[src/rtl/level_pkg.sv]
// level_pkg: shared state type, level sizing helper and default widths for the level sequencer
package level_pkg;
  typedef enum logic [2:0] {IDLE, LOAD, ARM, PLAY, PASSED, FAILED, DONE} state_t;
  localparam int DEF_SCORE_W = 20;
  localparam int DEF_DATA_W = 9;
  localparam int FLD_X = 0;
  localparam int FLD_Y = 1;
  localparam int FLD_TYPE = 2;
  function automatic int level_words(input int objects_count);
    return objects_count * 3 + 1;
  endfunction
endpackage

[src/rtl/level_rom_loader.sv]
// level_rom_loader: walks one level's ROM words, captures object descriptors and the scaled target
module level_rom_loader import level_pkg::*; #(
  parameter int NUM_LEVELS = 4,
  parameter int OBJECTS_COUNT = 20,
  parameter int DATA_W = DEF_DATA_W,
  parameter int SCORE_W = DEF_SCORE_W,
  parameter int TARGET_SCALE = 10,
  localparam int LW = level_words(OBJECTS_COUNT),
  localparam int AW = $clog2(NUM_LEVELS * LW),
  localparam int LIW = NUM_LEVELS > 1 ? $clog2(NUM_LEVELS) : 1
) (
  input  logic clk,
  input  logic resetN,
  input  logic active,
  input  logic [LIW-1:0] levelIndex,
  output logic [AW-1:0] romAddr,
  input  logic [DATA_W-1:0] romData,
  output logic [OBJECTS_COUNT*3*DATA_W-1:0] objData,
  output logic [SCORE_W-1:0] targetScore,
  output logic done
);
  localparam int KW = $clog2(LW + 1);
  localparam int PW = DATA_W + SCORE_W + 32;
  logic [KW-1:0] k, pendIdx;
  logic pendValid;
  logic [PW-1:0] prod;
  assign romAddr = (active && k < KW'(LW)) ? AW'(levelIndex * LW + k) : '0;
  assign done = active && pendValid && pendIdx == KW'(LW - 1);
  assign prod = PW'(romData) * PW'(TARGET_SCALE);
  // address counter plus the one-cycle tag of which word the ROM is returning
  always_ff @(posedge clk or negedge resetN)
    if (!resetN) begin
      k <= '0;
      pendIdx <= '0;
      pendValid <= 1'b0;
    end else begin
      pendValid <= active && k < KW'(LW);
      pendIdx <= k;
      k <= !active ? '0 : (k < KW'(LW) ? k + 1'b1 : k);
    end
  // store returned words: objects in order, final word becomes the saturated target
  always_ff @(posedge clk or negedge resetN)
    if (!resetN) begin
      objData <= '0;
      targetScore <= '0;
    end else if (active && pendValid) begin
      if (done) targetScore <= (prod > PW'({SCORE_W{1'b1}})) ? '1 : prod[SCORE_W-1:0];
      else objData[pendIdx*DATA_W +: DATA_W] <= romData;
    end
endmodule

[src/rtl/level_sequencer.sv]
// level_sequencer: level flow controller owning level load, timer, score and pass/fail sequencing
module level_sequencer import level_pkg::*; #(
  parameter int NUM_LEVELS = 4,
  parameter int OBJECTS_COUNT = 20,
  parameter int DATA_W = DEF_DATA_W,
  parameter int MAX_TIME = 60,
  parameter int TIMER_W = 9,
  parameter int SCORE_W = DEF_SCORE_W,
  parameter int TARGET_SCALE = 10,
  localparam int LW = level_words(OBJECTS_COUNT),
  localparam int AW = $clog2(NUM_LEVELS * LW),
  localparam int LIW = NUM_LEVELS > 1 ? $clog2(NUM_LEVELS) : 1
) (
  input  logic clk,
  input  logic resetN,
  input  logic start,
  input  logic advance,
  input  logic restart,
  input  logic pause,
  input  logic oneSecPulse,
  input  logic scoreValid,
  input  logic [SCORE_W-1:0] scoreAdd,
  input  logic allDestroyed,
  output logic [AW-1:0] romAddr,
  input  logic [DATA_W-1:0] romData,
  output logic [OBJECTS_COUNT*3*DATA_W-1:0] objData,
  output logic objLoadPulse,
  output logic playing,
  output logic [LIW-1:0] levelIndex,
  output logic [TIMER_W-1:0] timer,
  output logic [SCORE_W-1:0] levelScore,
  output logic [SCORE_W-1:0] targetScore,
  output logic stageEnded,
  output logic stagePassed,
  output logic lastLevelEnded
);
  state_t state, nextState;
  logic loadDone, tick, endNow, enterLoad;
  logic [SCORE_W-1:0] addVal, newScore;
  logic [SCORE_W:0] sum;
  assign addVal = scoreValid ? scoreAdd : '0;
  assign sum = {1'b0, levelScore} + {1'b0, addVal};
  assign newScore = sum[SCORE_W] ? '1 : sum[SCORE_W-1:0];
  assign tick = oneSecPulse && !pause;
  assign endNow = allDestroyed || (tick && timer == TIMER_W'(1));
  assign enterLoad = nextState == LOAD && state != LOAD;
  assign playing = state == PLAY;
  assign objLoadPulse = state == ARM;
  level_rom_loader #(
    .NUM_LEVELS(NUM_LEVELS), .OBJECTS_COUNT(OBJECTS_COUNT), .DATA_W(DATA_W),
    .SCORE_W(SCORE_W), .TARGET_SCALE(TARGET_SCALE)
  ) loader (
    .clk(clk), .resetN(resetN), .active(state == LOAD), .levelIndex(levelIndex),
    .romAddr(romAddr), .romData(romData), .objData(objData),
    .targetScore(targetScore), .done(loadDone)
  );
  // state register
  always_ff @(posedge clk or negedge resetN)
    if (!resetN) state <= IDLE;
    else state <= nextState;
  // next state: restart overrides every flow event
  always_comb begin
    nextState = state;
    if (restart) nextState = IDLE;
    else
      case (state)
        IDLE:    nextState = start ? LOAD : IDLE;
        LOAD:    nextState = loadDone ? ARM : LOAD;
        ARM:     nextState = PLAY;
        PLAY:    nextState = !endNow ? PLAY : (newScore >= targetScore ? PASSED : FAILED);
        PASSED:  nextState = !advance ? PASSED : (levelIndex == LIW'(NUM_LEVELS - 1) ? DONE : LOAD);
        FAILED:  nextState = start ? LOAD : FAILED;
        default: nextState = state;
      endcase
  end
  // level index, timer, score and end-of-level pulses
  always_ff @(posedge clk or negedge resetN)
    if (!resetN) begin
      levelIndex <= '0;
      timer <= TIMER_W'(MAX_TIME);
      levelScore <= '0;
      lastLevelEnded <= 1'b0;
      stageEnded <= 1'b0;
      stagePassed <= 1'b0;
    end else begin
      stageEnded <= state == PLAY && (nextState == PASSED || nextState == FAILED);
      stagePassed <= state == PLAY && nextState == PASSED;
      if (restart) begin
        levelIndex <= '0;
        lastLevelEnded <= 1'b0;
        levelScore <= '0;
        timer <= TIMER_W'(MAX_TIME);
      end else if (enterLoad) begin
        levelScore <= '0;
        timer <= TIMER_W'(MAX_TIME);
        if (state == PASSED) levelIndex <= levelIndex + 1'b1;
      end else if (state == PLAY) begin
        levelScore <= newScore;
        if (tick && timer != '0) timer <= timer - 1'b1;
      end else if (state == PASSED && nextState == DONE) lastLevelEnded <= 1'b1;
    end
endmodule

[config.mk]
export PLATFORM = sky130hd
export DESIGN_NAME = level_sequencer
export DESIGN_NICKNAME = d
export VERILOG_FILES = /design/src/rtl/level_pkg.sv /design/src/rtl/level_rom_loader.sv /design/src/rtl/level_sequencer.sv
export SDC_FILE = /design/constraint.sdc
export NUM_CORES = 1
export LEC_CHECK = 0
export BUFFER_PORTS_ARGS = -buffer_cell sky130_fd_sc_hd__buf_2
export CORE_AREA = 2 2 251 253
export DETAILED_ROUTE_END_ITERATION = 16
export DIE_AREA = 0 0 253 255
export GPL_TIMING_DRIVEN = 0
export PLACE_DENSITY = 0.74
export SETUP_SLACK_MARGIN = 0.4
export SLEW_MARGIN = 20
export SYNTH_ARGS = -nofsm -noshare
export SYNTH_HDL_FRONTEND = slang
export SYNTH_SLANG_ARGS = --single-unit
[constraint.sdc]
create_clock -name clk -period 5.7 [get_ports clk]
set_clock_uncertainty 0.1 [all_clocks]
set_input_delay 0.285 -clock clk [delete_from_list [all_inputs] [get_ports clk]]
set_output_delay 0.285 -clock clk [all_outputs]
set_load 0.05 [all_outputs]
==> flow_summary_export.csv, run 1 <==
group,metric,value,unit
synthesis,syn_area_per_cell,11.4,um^2
global_route,grt_use_total,27.4,%
synthesis,async_reset_ff_share,100,%
routing,wl_per_cell,23.6,um
timing,fin_crit_sh,88.5,%
synthesis,synth_seq_cells,602,
global_route,grt_pass1_wl,132,mm
global_route,grt_use_met2,44.7,%
clock_tree,clk_latency,650,ps
setup_path,path_max_fanout,10,
routing,vias,21300,
timing,hold_slack,80.0,ps
synthesis,synth_edf_count,0,
global_route,grt_use_met3,6.18,%
power_and_ir_drop,p_clk_share,38.1,%
clock_tree,clockBufferDepth,3,
place,dpl.hpwl,68.1,mm
timing,rsz0062_at_grt,"false",
routing,drc,0,
power_and_ir_drop,seqPwrFrac,44.0,%
clock_tree,root_buffer,"clkbuf_16",
timing,max_slew_margin,22.9,%
place,place_congestion,0.918,
timing,hold_viol,0,
finish,synthToLayoutAreaGrowth,24.9,%
synthesis,synth_cell_types,78,
finish,final_util,52.6,%
power_and_ir_drop,power.internal,0.00718,W
job,cap_violations,0,
finish,final_layout_size_suffix_gt1_share,37.1,%
power_and_ir_drop,ir_worst_vdd,0.000270,V
die,core,62200,um^2
timing,min_period,5040,ps
global_route,grt_pass1_vias,20600,
power_and_ir_drop,p_sw_share,32.0,%
timing,slew_viol_final,0,
finish,fin_nets,3126,
routing,wl,91.4,mm
die,die_h,255,um
status,outcome,"finished, final reports clean",
power_and_ir_drop,p_total,0.0106,W
synthesis,ys_warn_count,0,
setup_path,cp-end-kind,"flip-flop",
die,io_pins,642,
finish,fill_cells,5467,
synthesis,syn_inst,2303,
global_route,grt-ovfl-total,0,
setup_path,crit_path_cell_trace,"ha_1, clkbuf_1, a21oi_1, o211ai_1, a21boi_0, nand2_1, o21a_2, buf_2, nand2b_1, ha_1, a211oi_1, o221ai_1, a2111oi_2, o311ai_2, nor4_2, buf_4, o21a_4, buf_6, nor4_1",
routing,first_pass_iters,5,
clock_tree,cts_tree,"built",
finish,ff_latch_area,15100,um^2
global_route,grt_max_degree,99,
setup_path,path_common_cell,"ha_1",
setup_path,critical_path_class,"reg -> reg",
finish,multi_input_area,10500,um^2
global_route,globalRoute.busiestLayer,"met2",
global_route,grt.met1_usage,35.4,%
timing,worst_pin_slew,1150,ps
global_route,grt_antenna_before_repair,4,
power_and_ir_drop,p_per_area,323,nW/um^2
die,rows,92,
routing,first_iter_violations,1568,
power_and_ir_drop,switchingPower,0.00338,W
routing,detail_route.vias_per_cell,5.51,
power_and_ir_drop,power.share.combinational,17.9,%
synthesis,yosysSeqAreaShare,57.6,%
synthesis,ys.flop_type,"dfrtp_1",
setup_path,cp.required,6060,ps
synthesis,syn-cell-area,26200,um^2
timing,tns,0,ps
clock_tree,h-tree-depth,2,
place,io_buffers,631,
routing,postRouteAntennaNets,0,
setup_path,cp_slowest_stage_delay,430,ps
die,dieArea,64500,um^2
setup_path,cp.arrival,5410,ps
clock_tree,numCtsBuffers,61,
timing,fmax,198,MHz
power_and_ir_drop,p_leak,16.6,nW
timing,finalSetupViolCount,0,
hold_path,worstHoldPathType,"in -> async",
setup_path,start_kind,"flip-flop",
clock_tree,cts.clk_slew.worst_paths,60,ps
setup_path,cp_slowest_cell,"a2111oi_2",
clock_tree,cts.sinks,602,
die,die_x,253,um
die,initial_core_util,42.1,%
[sequential cells by signal, summed over array words and instances, names as in the netlist, 2 cells and up]
name / count
levelIndex: 2
levelScore: 20
loader.k: 6
loader.objData: 540
loader.pendIdx: 6
loader.targetScore: 12
state: 3
timer: 9
[power groups by stage]
stage / Sequential, W / Clock, W / Combinational [W]
after floorplan: 0.00553 / 0 / 0.000442
after global routing: 0.00467 / 0.00423 / 0.00199
after detailed placement: 0.00472 / 0 / 0.00189
after global placement: 0.00471 / 0 / 0.00185
after CTS: 0.00464 / 0.00406 / 0.00190
final: 0.00465 / 0.00401 / 0.00189
[repair_timing]
item | in CTS | in global routing
endpoints found under the setup margin | 31 | 30
setup buffers | 1 | 0
hold buffers | 6 | 0
hold endpoints to repair | 282 | 0
pin swaps | 1 | 0
resized for setup | 2 | 10
[worst max-delay path, delay by kind of cell, from the launching register on]
family / cells / cell delay, ps
AOI/OAI and AO/OA: 9 / 2240
buffers and inverters: 4 / 810
and+or+nand+nor: 4 / 710
adders and majority gates: 2 / 620
DFF: 1 / 400
[worst paths after layout]
check	depth (start not counted)	end	slack (ps)	startpoint
max	19	levelScore[15]	660	levelScore[13]
max reg2reg	19	levelScore[15]	660	levelScore[13]
min in group clk	3	loader.objData[154]	80	romData[1]
min	2	loader.objData[392]	80	resetN
min reg2reg	2	loader.objData[190]	370	loader.objData[190]
max in group asynchronous	5	loader.objData[330]	3920	resetN
[synth_stat cells, types with 12 or more instances]
| library cell | count | area share [%] |
|---|---|---|
| clkbuf_1 | 97 | 1.4 |
| nor3_1 | 26 | 0.50 |
| and3_1 | 22 | 0.53 |
| nand3_1 | 57 | 1.1 |
| xnor2_1 | 28 | 0.94 |
| nand2b_1 | 15 | 0.36 |
| and2_1 | 23 | 0.55 |
| o21ai_0 | 251 | 4.8 |
| ha_1 | 64 | 3.1 |
| nor2_4 | 12 | 0.52 |
| a21oi_1 | 41 | 0.78 |
| nand2_1 | 361 | 5.2 |
| or2_2 | 16 | 0.38 |
| inv_1 | 38 | 0.54 |
| nor2_1 | 129 | 1.9 |
| nand4_1 | 17 | 0.41 |
| nor4_1 | 18 | 0.43 |
| dfrtp_1 | 598 | 57 |
| mux2_2 | 301 | 13 |
[routing by layer]
metal  part of all wire, %  vias up
met1                    41    10800
li1                      -     9387
met2                    48      900
met5                     0        -
met4                   4.6        0
met3                   7.0      216
[metrics by stage]
stage / worst slack (ps) / instance area (um^2) / instances
after floorplan: 1040 / 26200 / 2310
after global placement: -8260 / 30400 / 3740
after detailed placement: -252 / 30600 / 3747
after CTS: 432 / 32600 / 3864
after global routing: 399 / 32700 / 3867
final: 655 / 32700 / 3867
[area by class of cell]
| class | instances | area share (%) |
|---|---|---|
| Clock buffer | 88 | 5.32 |
| Multi-Input combinational cell | 1553 | 32.2 |
| Tap cell | 799 | 3.06 |
| Clock inverter | 22 | 0.796 |
| Antenna cell | 3 | 0.0230 |
| Timing Repair Buffer | 645 | 10.5 |
| Inverter | 38 | 0.436 |
| Sequential cell | 602 | 46.1 |
| Buffer | 117 | 1.55 |
[cell usage in the layout, fill, tap and decap left out, types with 6 or more instances in the layout]
cell and instances:
clkbuf_16 61, nor2b_1 7, mux2_2 301, nor2_1 129, fa_1 6, clkbuf_1 105, clkbuf_8 11, and3_1 22
nand4_1 17, clkinv_2 12, conb_1 8, a21o_1 11, or2_2 16, nand3_1 57, nand2_2 8, buf_2 639
nand2b_1 15, nor2_4 12, inv_1 38, nor3_1 26, nor4_1 17, dlygate4sd3_1 6, a21oi_1 41, xnor2_1 28
o31ai_1 10, nand2_1 361, buf_16 7, mux2_1 10, and2_1 23, dfrtp_1 598, xor2_1 10, nor2_2 10
buf_4 9, o21ai_0 250, clkbuf_2 8, ha_1 64
[cells by family after synthesis]
| kind of cell | Yosys count | share of synthesized area, % |
|---|---|---|
| AO/OA/AOI/OAI | 367 | 7.88 |
| XOR/XNOR | 41 | 1.50 |
| adder cells (fa/ha/maj) | 70 | 3.52 |
| buffers and inverters | 155 | 2.41 |
| flip-flops | 602 | 57.6 |
| multiplexers | 314 | 13.5 |
| other | 1 | 0.0143 |
| AND/OR/NAND/NOR | 753 | 13.6 |
Note: power is estimated with default switching activity, not from simulation.
==> inputs of run 2 (changes only) <==
--- a/config.mk
+++ b/config.mk
@@ -11,6 +11,7 @@
 export DIE_AREA = 0 0 253 255
 export GPL_TIMING_DRIVEN = 0
 export PLACE_DENSITY = 0.74
+export REMOVE_ABC_BUFFERS = 1
 export SETUP_SLACK_MARGIN = 0.4
 export SLEW_MARGIN = 20
 export SYNTH_ARGS = -nofsm -noshare
==> run 2 against run 1 <==
Effect of this change: wire length is 9.6% lower; flip-flop and latch count stayed put; combinational power hardly changed; maximum frequency is 1.5% higher; first-iteration DRC count is 15% lower; final area is 0.10% lower; critical path depth is 1 lower; non-clock buffer count is 106 lower; critical endpoint is now levelScore[19].
==> flow_summary_export.csv, run 2 (synthesis results as in run 1) <==
group,metric,value,unit
die,initial_core_util,42.1,%
clock_tree,clockBufferDepth,3,
global_route,grt_max_degree,101,
status,outcome,"finished, final reports clean",
finish,design_area,32600,um^2
timing,min_period,4970,ps
routing,postRouteAntennaNets,0,
timing,hold_viol,0,
timing,slew_viol_final,0,
setup_path,cp_slowest_stage_delay,430,ps
setup_path,critical_path_class,"reg -> reg",
clock_tree,root_buffer,"clkbuf_16",
power_and_ir_drop,power.internal,0.00754,W
setup_path,cp.required,6010,ps
setup_path,cp.arrival,5280,ps
clock_tree,cts_tree,"built",
place,post-place-ws,-505,ps
setup_path,path_common_cell,"ha_1",
clock_tree,clk_latency,590,ps
power_and_ir_drop,p_per_area,335,nW/um^2
place,place_area,30400,um^2
power_and_ir_drop,seqPwrFrac,42.3,%
finish,mostFrequentLayoutCell,"buf_2",
global_route,grt_pass1_vias,19800,
finish,largestRegisters,"loader.objData: 540 flops, levelScore: 20 flops, loader.targetScore: 12 flops",
routing,first_iter_violations,1340,
timing,fmax,201,MHz
timing,setup_slack,728,ps
global_route,grt_use_total,24.9,%
clock_tree,numCtsBuffers,66,
power_and_ir_drop,p_sw_share,31.1,%
hold_path,worstHoldPathType,"in -> reg",
routing,drc,0,
finish,fin_nets,3026,
place,place_congestion,0.867,
job,cap_violations,0,
routing,first_pass_iters,5,
die,dieArea,64500,um^2
global_route,grt-ovfl-total,0,
finish,antennaDiodeCount,0,
timing,finalSetupViolCount,0,
timing,hold_slack,69.0,ps
timing,fin_crit_sh,87.2,%
power_and_ir_drop,ir_worst_vdd,0.000340,V
clock_tree,h-tree-depth,3,
die,rows,92,
setup_path,cp_slowest_cell,"fa_1",
setup_path,crit_path_cell_trace,"ha_1, fa_1, a211oi_1, nor3_1, o21ai_1, nand2_1, o21a_2, or2_2, ha_1, a21o_1, a21oi_1, o221ai_1, a2111oi_2, o311ai_1, nor4_2, buf_4, o21a_4, a2111oi_0",
die,core,62200,um^2
timing,rsz0062_at_grt,"false",
finish,synthToLayoutAreaGrowth,24.7,%
setup_path,path_max_fanout,19,
die,die_x,253,um
global_route,grt_pass1_wl,122,mm
clock_tree,cts.sinks,602,
finish,fill_cells,5391,
routing,detail_route.vias_per_cell,5.33,
finish,final_util,52.5,%
timing,worst_pin_slew,1190,ps
place,dpl.hpwl,57.6,mm
finish,mostFrequentLayoutCells,"buf_2, dfrtp_1, nand2_1",
global_route,grt_antenna_before_repair,1,
place,io_buffers,633,
finish,largest-register,"loader.objData",
finish,largest_register_ffs,540,
power_and_ir_drop,switchingPower,0.00341,W
die,die_h,255,um
setup_path,critPathTopFamily,"compound AO/OA/AOI/OAI gates",
finish,final_layout_size_suffix_gt1_share,38.5,%
power_and_ir_drop,p_leak,16.6,nW
timing,max_slew_margin,21.0,%
routing,vias,20100,
die,io_pins,642,
setup_path,cp-end-kind,"flip-flop",
power_and_ir_drop,power.share.combinational,17.4,%
routing,wl_per_cell,21.9,um
power_and_ir_drop,p_clk_share,40.3,%
routing,wl,82.6,mm
setup_path,start_kind,"flip-flop",
clock_tree,cts.clk_slew.worst_paths,60,ps
setup_path,cp.buffers_inverters,1,
==> run 2: area by class of cell <==
type	instances	area, um^2	area share, %
multi-input combinational	1554	10600	32.5
timing repair buffer	656	3610	11.0
clock buffer	89	1880	5.76
inverter	38	143	0.437
tap	799	1000	3.06
clock inverter	26	349	1.07
sequential	602	15100	46.2
==> run 2: path summary, 6_finish.rpt <==
kind / depth (start not counted) / endpoint / startpoint / slack [ps]
worst max-delay path: 18 / levelScore[19] / levelScore[0] / 730
worst min-delay path: 4 / state[2] / start / 70
worst max register to register: 18 / levelScore[19] / levelScore[0] / 730
worst min register to register: 2 / loader.objData[54] / loader.objData[54] / 370
min in group asynchronous: 2 / loader.objData[248] / resetN / 80
max in group asynchronous: 5 / loader.objData[420] / resetN / 3580
==> run 2: repair_timing <==
action	in CTS	in global routing
endpoints found under the setup margin	31	27
cloned	0	1
hold buffers	2	0
buffers inserted	1	0
pin swaps	1	0
gates resized for setup	4	3
endpoints found under the hold margin	226	0
==> run 2: tightest hold or removal path, delay by kind of cell <==
family                 cells  cell delay, ps
AO/OA/AOI/OAI              3             340
buffers and inverters      1             100
==> run 2: metal layers <==
metal | vias to the layer above | track usage [%] | part of all wire, %
met5 | - | 0 | 0
met4 | 0 | 11.6 | 4.5
met3 | 194 | 5.86 | 7.0
met2 | 775 | 40.6 | 48
met1 | 9908 | 31.4 | 41
li1 | 9203 | - | -
==> run 2: per-stage QoR <==
stage,total power (W),cells,TNS [ps]
CTS,0.0110,3763,0
detailed placement,0.00661,3645,-11460
finish,0.0109,3764,0
global placement,0.00651,3625,-5755720
floorplan,0.00593,2193,0
global route,0.0113,3764,0
==> run 2: power by group through the flow <==
| stage | Combinational, W | Sequential [W] | Clock, W |
|---|---|---|---|
| floorplan | 0.000398 | 0.00553 | 0 |
| global placement | 0.00181 | 0.00470 | 0 |
| detailed placement | 0.00190 | 0.00471 | 0 |
| CTS | 0.00191 | 0.00464 | 0.00448 |
| global route | 0.00200 | 0.00466 | 0.00464 |
| finish | 0.00190 | 0.00464 | 0.00441 |
==> inputs of run 3 (changes only) <==
--- a/config.mk
+++ b/config.mk
@@ -10,7 +10,8 @@
 export DETAILED_ROUTE_END_ITERATION = 16
 export DIE_AREA = 0 0 253 255
 export GPL_TIMING_DRIVEN = 0
-export PLACE_DENSITY = 0.74
+export PLACE_DENSITY = 0.68
+export RECOVER_POWER = 100
 export REMOVE_ABC_BUFFERS = 1
 export SETUP_SLACK_MARGIN = 0.4
 export SLEW_MARGIN = 20
==> run 3 against run 2 <==
Effect of this change: the flow now finishes with violations (max-capacitance violations, max-slew violations); via count increased by 1.6%; worst hold slack worse by 25 ps; sequential power hardly changed; highest routed layer is now met5; wire length grew 2.5%; die area did not move; total power fell by 1.5%; critical endpoint is now timer[1]; global-route usage rose by 0.57 points; utilization down 1.7 points; setup slack got worse by 180 ps; largest cell class unchanged.
==> flow_summary_export.csv, run 3 (synthesis results as in run 1) <==
group,metric,value,unit
timing,fmax,194,MHz
hold_path,min_to,"stageEnded",
global_route,grt-ovfl-total,0,
power_and_ir_drop,power.internal,0.00738,W
power_and_ir_drop,p_sw_share,31.6,%
setup_path,r2r_slack,550,ps
clock_tree,clk_latency,610,ps
timing,hold_viol,0,
setup_path,r2r_start,"levelScore[0]",
setup_path,path_max_fanout,19,
die,core,62200,um^2
power_and_ir_drop,ir_worst_vdd,0.000229,V
finish,largestRegisters,"loader.objData: 540 flops, levelScore: 20 flops, loader.targetScore: 12 flops",
setup_path,start_kind,"flip-flop",
finish,fin_nets,3030,
routing,wl_met1,33.8,mm
power_and_ir_drop,power.share.combinational,16.9,%
global_route,grt_max_degree,106,
routing,detail_route.vias_per_cell,5.41,
global_route,grt_antenna_before_repair,1,
timing,hold_slack,43.8,ps
finish,largest_register_ffs,540,
routing,wl,84.6,mm
hold_path,hold_depth,3,
die,die_x,253,um
routing,postRouteAntennaNets,0,
die,initial_core_util,42.1,%
die,dieArea,64500,um^2
routing,drc,0,
timing,finalSetupViolCount,0,
setup_path,cp-end-kind,"flip-flop",
setup_path,r2r-end,"timer[1]",
clock_tree,numCtsBuffers,67,
status,violations,"max-capacitance violations, max-slew violations",
power_and_ir_drop,switchingPower,0.00341,W
finish,final_util,50.9,%
clock_tree,clockBufferDepth,3,
clock_tree,cts_tree,"built",
die,die_h,255,um
status,outcome,"finished, violations left",
routing,first_iter_violations,1628,
power_and_ir_drop,seqPwrFrac,43.1,%
hold_path,worstHoldPathType,"in -> reg",
timing,max_slew_margin,-89.3,%
setup_path,r2r_cells,18,
timing,fin_crit_sh,90.4,%
finish,synthToLayoutAreaGrowth,20.8,%
power_and_ir_drop,p_clk_share,40.0,%
power_and_ir_drop,p_total,0.0108,W
global_route,grt_pass1_wl,125,mm
clock_tree,h-tree-depth,3,
global_route,grt_use_total,25.4,%
clock_tree,root_buffer,"clkbuf_16",
finish,mostFrequentLayoutCells,"clkbuf_1, dfrtp_1, nand2_1",
setup_path,critical_path_class,"reg -> reg",
place,dpl.hpwl,59.3,mm
routing,route.met2.wl,41.4,mm
setup_path,cp.required,6040,ps
routing,met3WireLength,6.08,mm
place,place_congestion,0.869,
finish,mostFrequentLayoutCell,"clkbuf_1",
power_and_ir_drop,p_leak,14.7,nW
routing,first_pass_iters,7,
routing,wl_per_cell,22.4,um
hold_path,holdCritStartpoint,"allDestroyed",
finish,largest-register,"loader.objData",
routing,vias,20400,
timing,slew_viol_final,173,
die,io_pins,642,
power_and_ir_drop,p_per_area,341,nW/um^2
job,cap_violations,8,
timing,min_period,5150,ps
timing,worst_pin_slew,2840,ps
routing,top_layer_used,"met5",
timing,rsz0062_at_grt,"false",
setup_path,cp.arrival,5490,ps
clock_tree,cts.sinks,602,
finish,final_layout_size_suffix_gt1_share,16.5,%
die,rows,92,
global_route,grt_pass1_vias,20300,
place,io_buffers,633,
clock_tree,cts.clk_slew.worst_paths,60,ps
[run 3: routing by layer]
layer | global-route usage [%] | vias up
li1 | - | 9217
met1 | 31.9 | 10200
met2 | 42.3 | 766
met3 | 5.85 | 171
met4 | 11.0 | 2
met5 | 0 | -
[run 3: area by class of cell]
class | instances | area (um^2)
sequential | 602 | 15100
inverter | 38 | 143
clock buffer | 97 | 1880
tap | 799 | 1000
timing repair buffer | 659 | 2850
clock inverter | 23 | 325
multi-input combinational | 1554 | 10400
antenna | 1 | 2.50
fill | 5823 | 30500
[run 3: power by group through the flow]
stage	Sequential (W)	Clock (W)	Combinational [W]
after floorplan	0.00553	0	0.000398
after global placement	0.00471	0	0.00181
after detailed placement	0.00472	0	0.00191
after CTS	0.00464	0.00438	0.00192
after global routing	0.00468	0.00458	0.00192
final	0.00465	0.00432	0.00182
[run 3: what timing repair did]
item	in CTS	in global routing
hold endpoints to repair	80	0
endpoints found under the setup margin	31	30
pin swaps	1	0
gates resized for setup	4	4
cloned	0	1
setup buffers	2	0
hold buffers	2	0
[run 3: how the worst max path moves through the flow]
stage / from / to / slack (ps)
after CTS: levelScore[0] / levelScore[1] / 530
after global placement: resetN / loader.objData[202] / -7550
final: levelScore[0] / timer[1] / 550
after global routing: levelScore[0] / timer[8] / 170
after floorplan: loader.pendIdx[0] / loader.objData[108] / 320
after detailed placement: scoreValid / levelScore[1] / -480
[run 3: through the flow]
stage	setup slack [ps]	area (um^2)	TNS (ps)	std cells
after global routing	175	31600	0	3772
after detailed placement	-481	30400	-10880	3646
after floorplan	316	25700	0	2193
final	547	31600	0	3773
after CTS	527	32600	0	3770
after global placement	-7550	29900	-5295080	3625
[run 3: worst max-delay path, stage by stage (launching register included)]
cell and delay (ps):
dfrtp_1 400, ha_1 260, fa_1 460, a211oi_2 250, nor3_1 70, o21ai_1 220, nand2_1 100, o21a_1 430
or2_2 430, ha_1 290, a21o_1 160, a21oi_1 180, o221ai_1 160, a2111oi_2 460, o311ai_1 190, nor4_2 190
buf_4 190, o21a_2 350, nor3_1 90
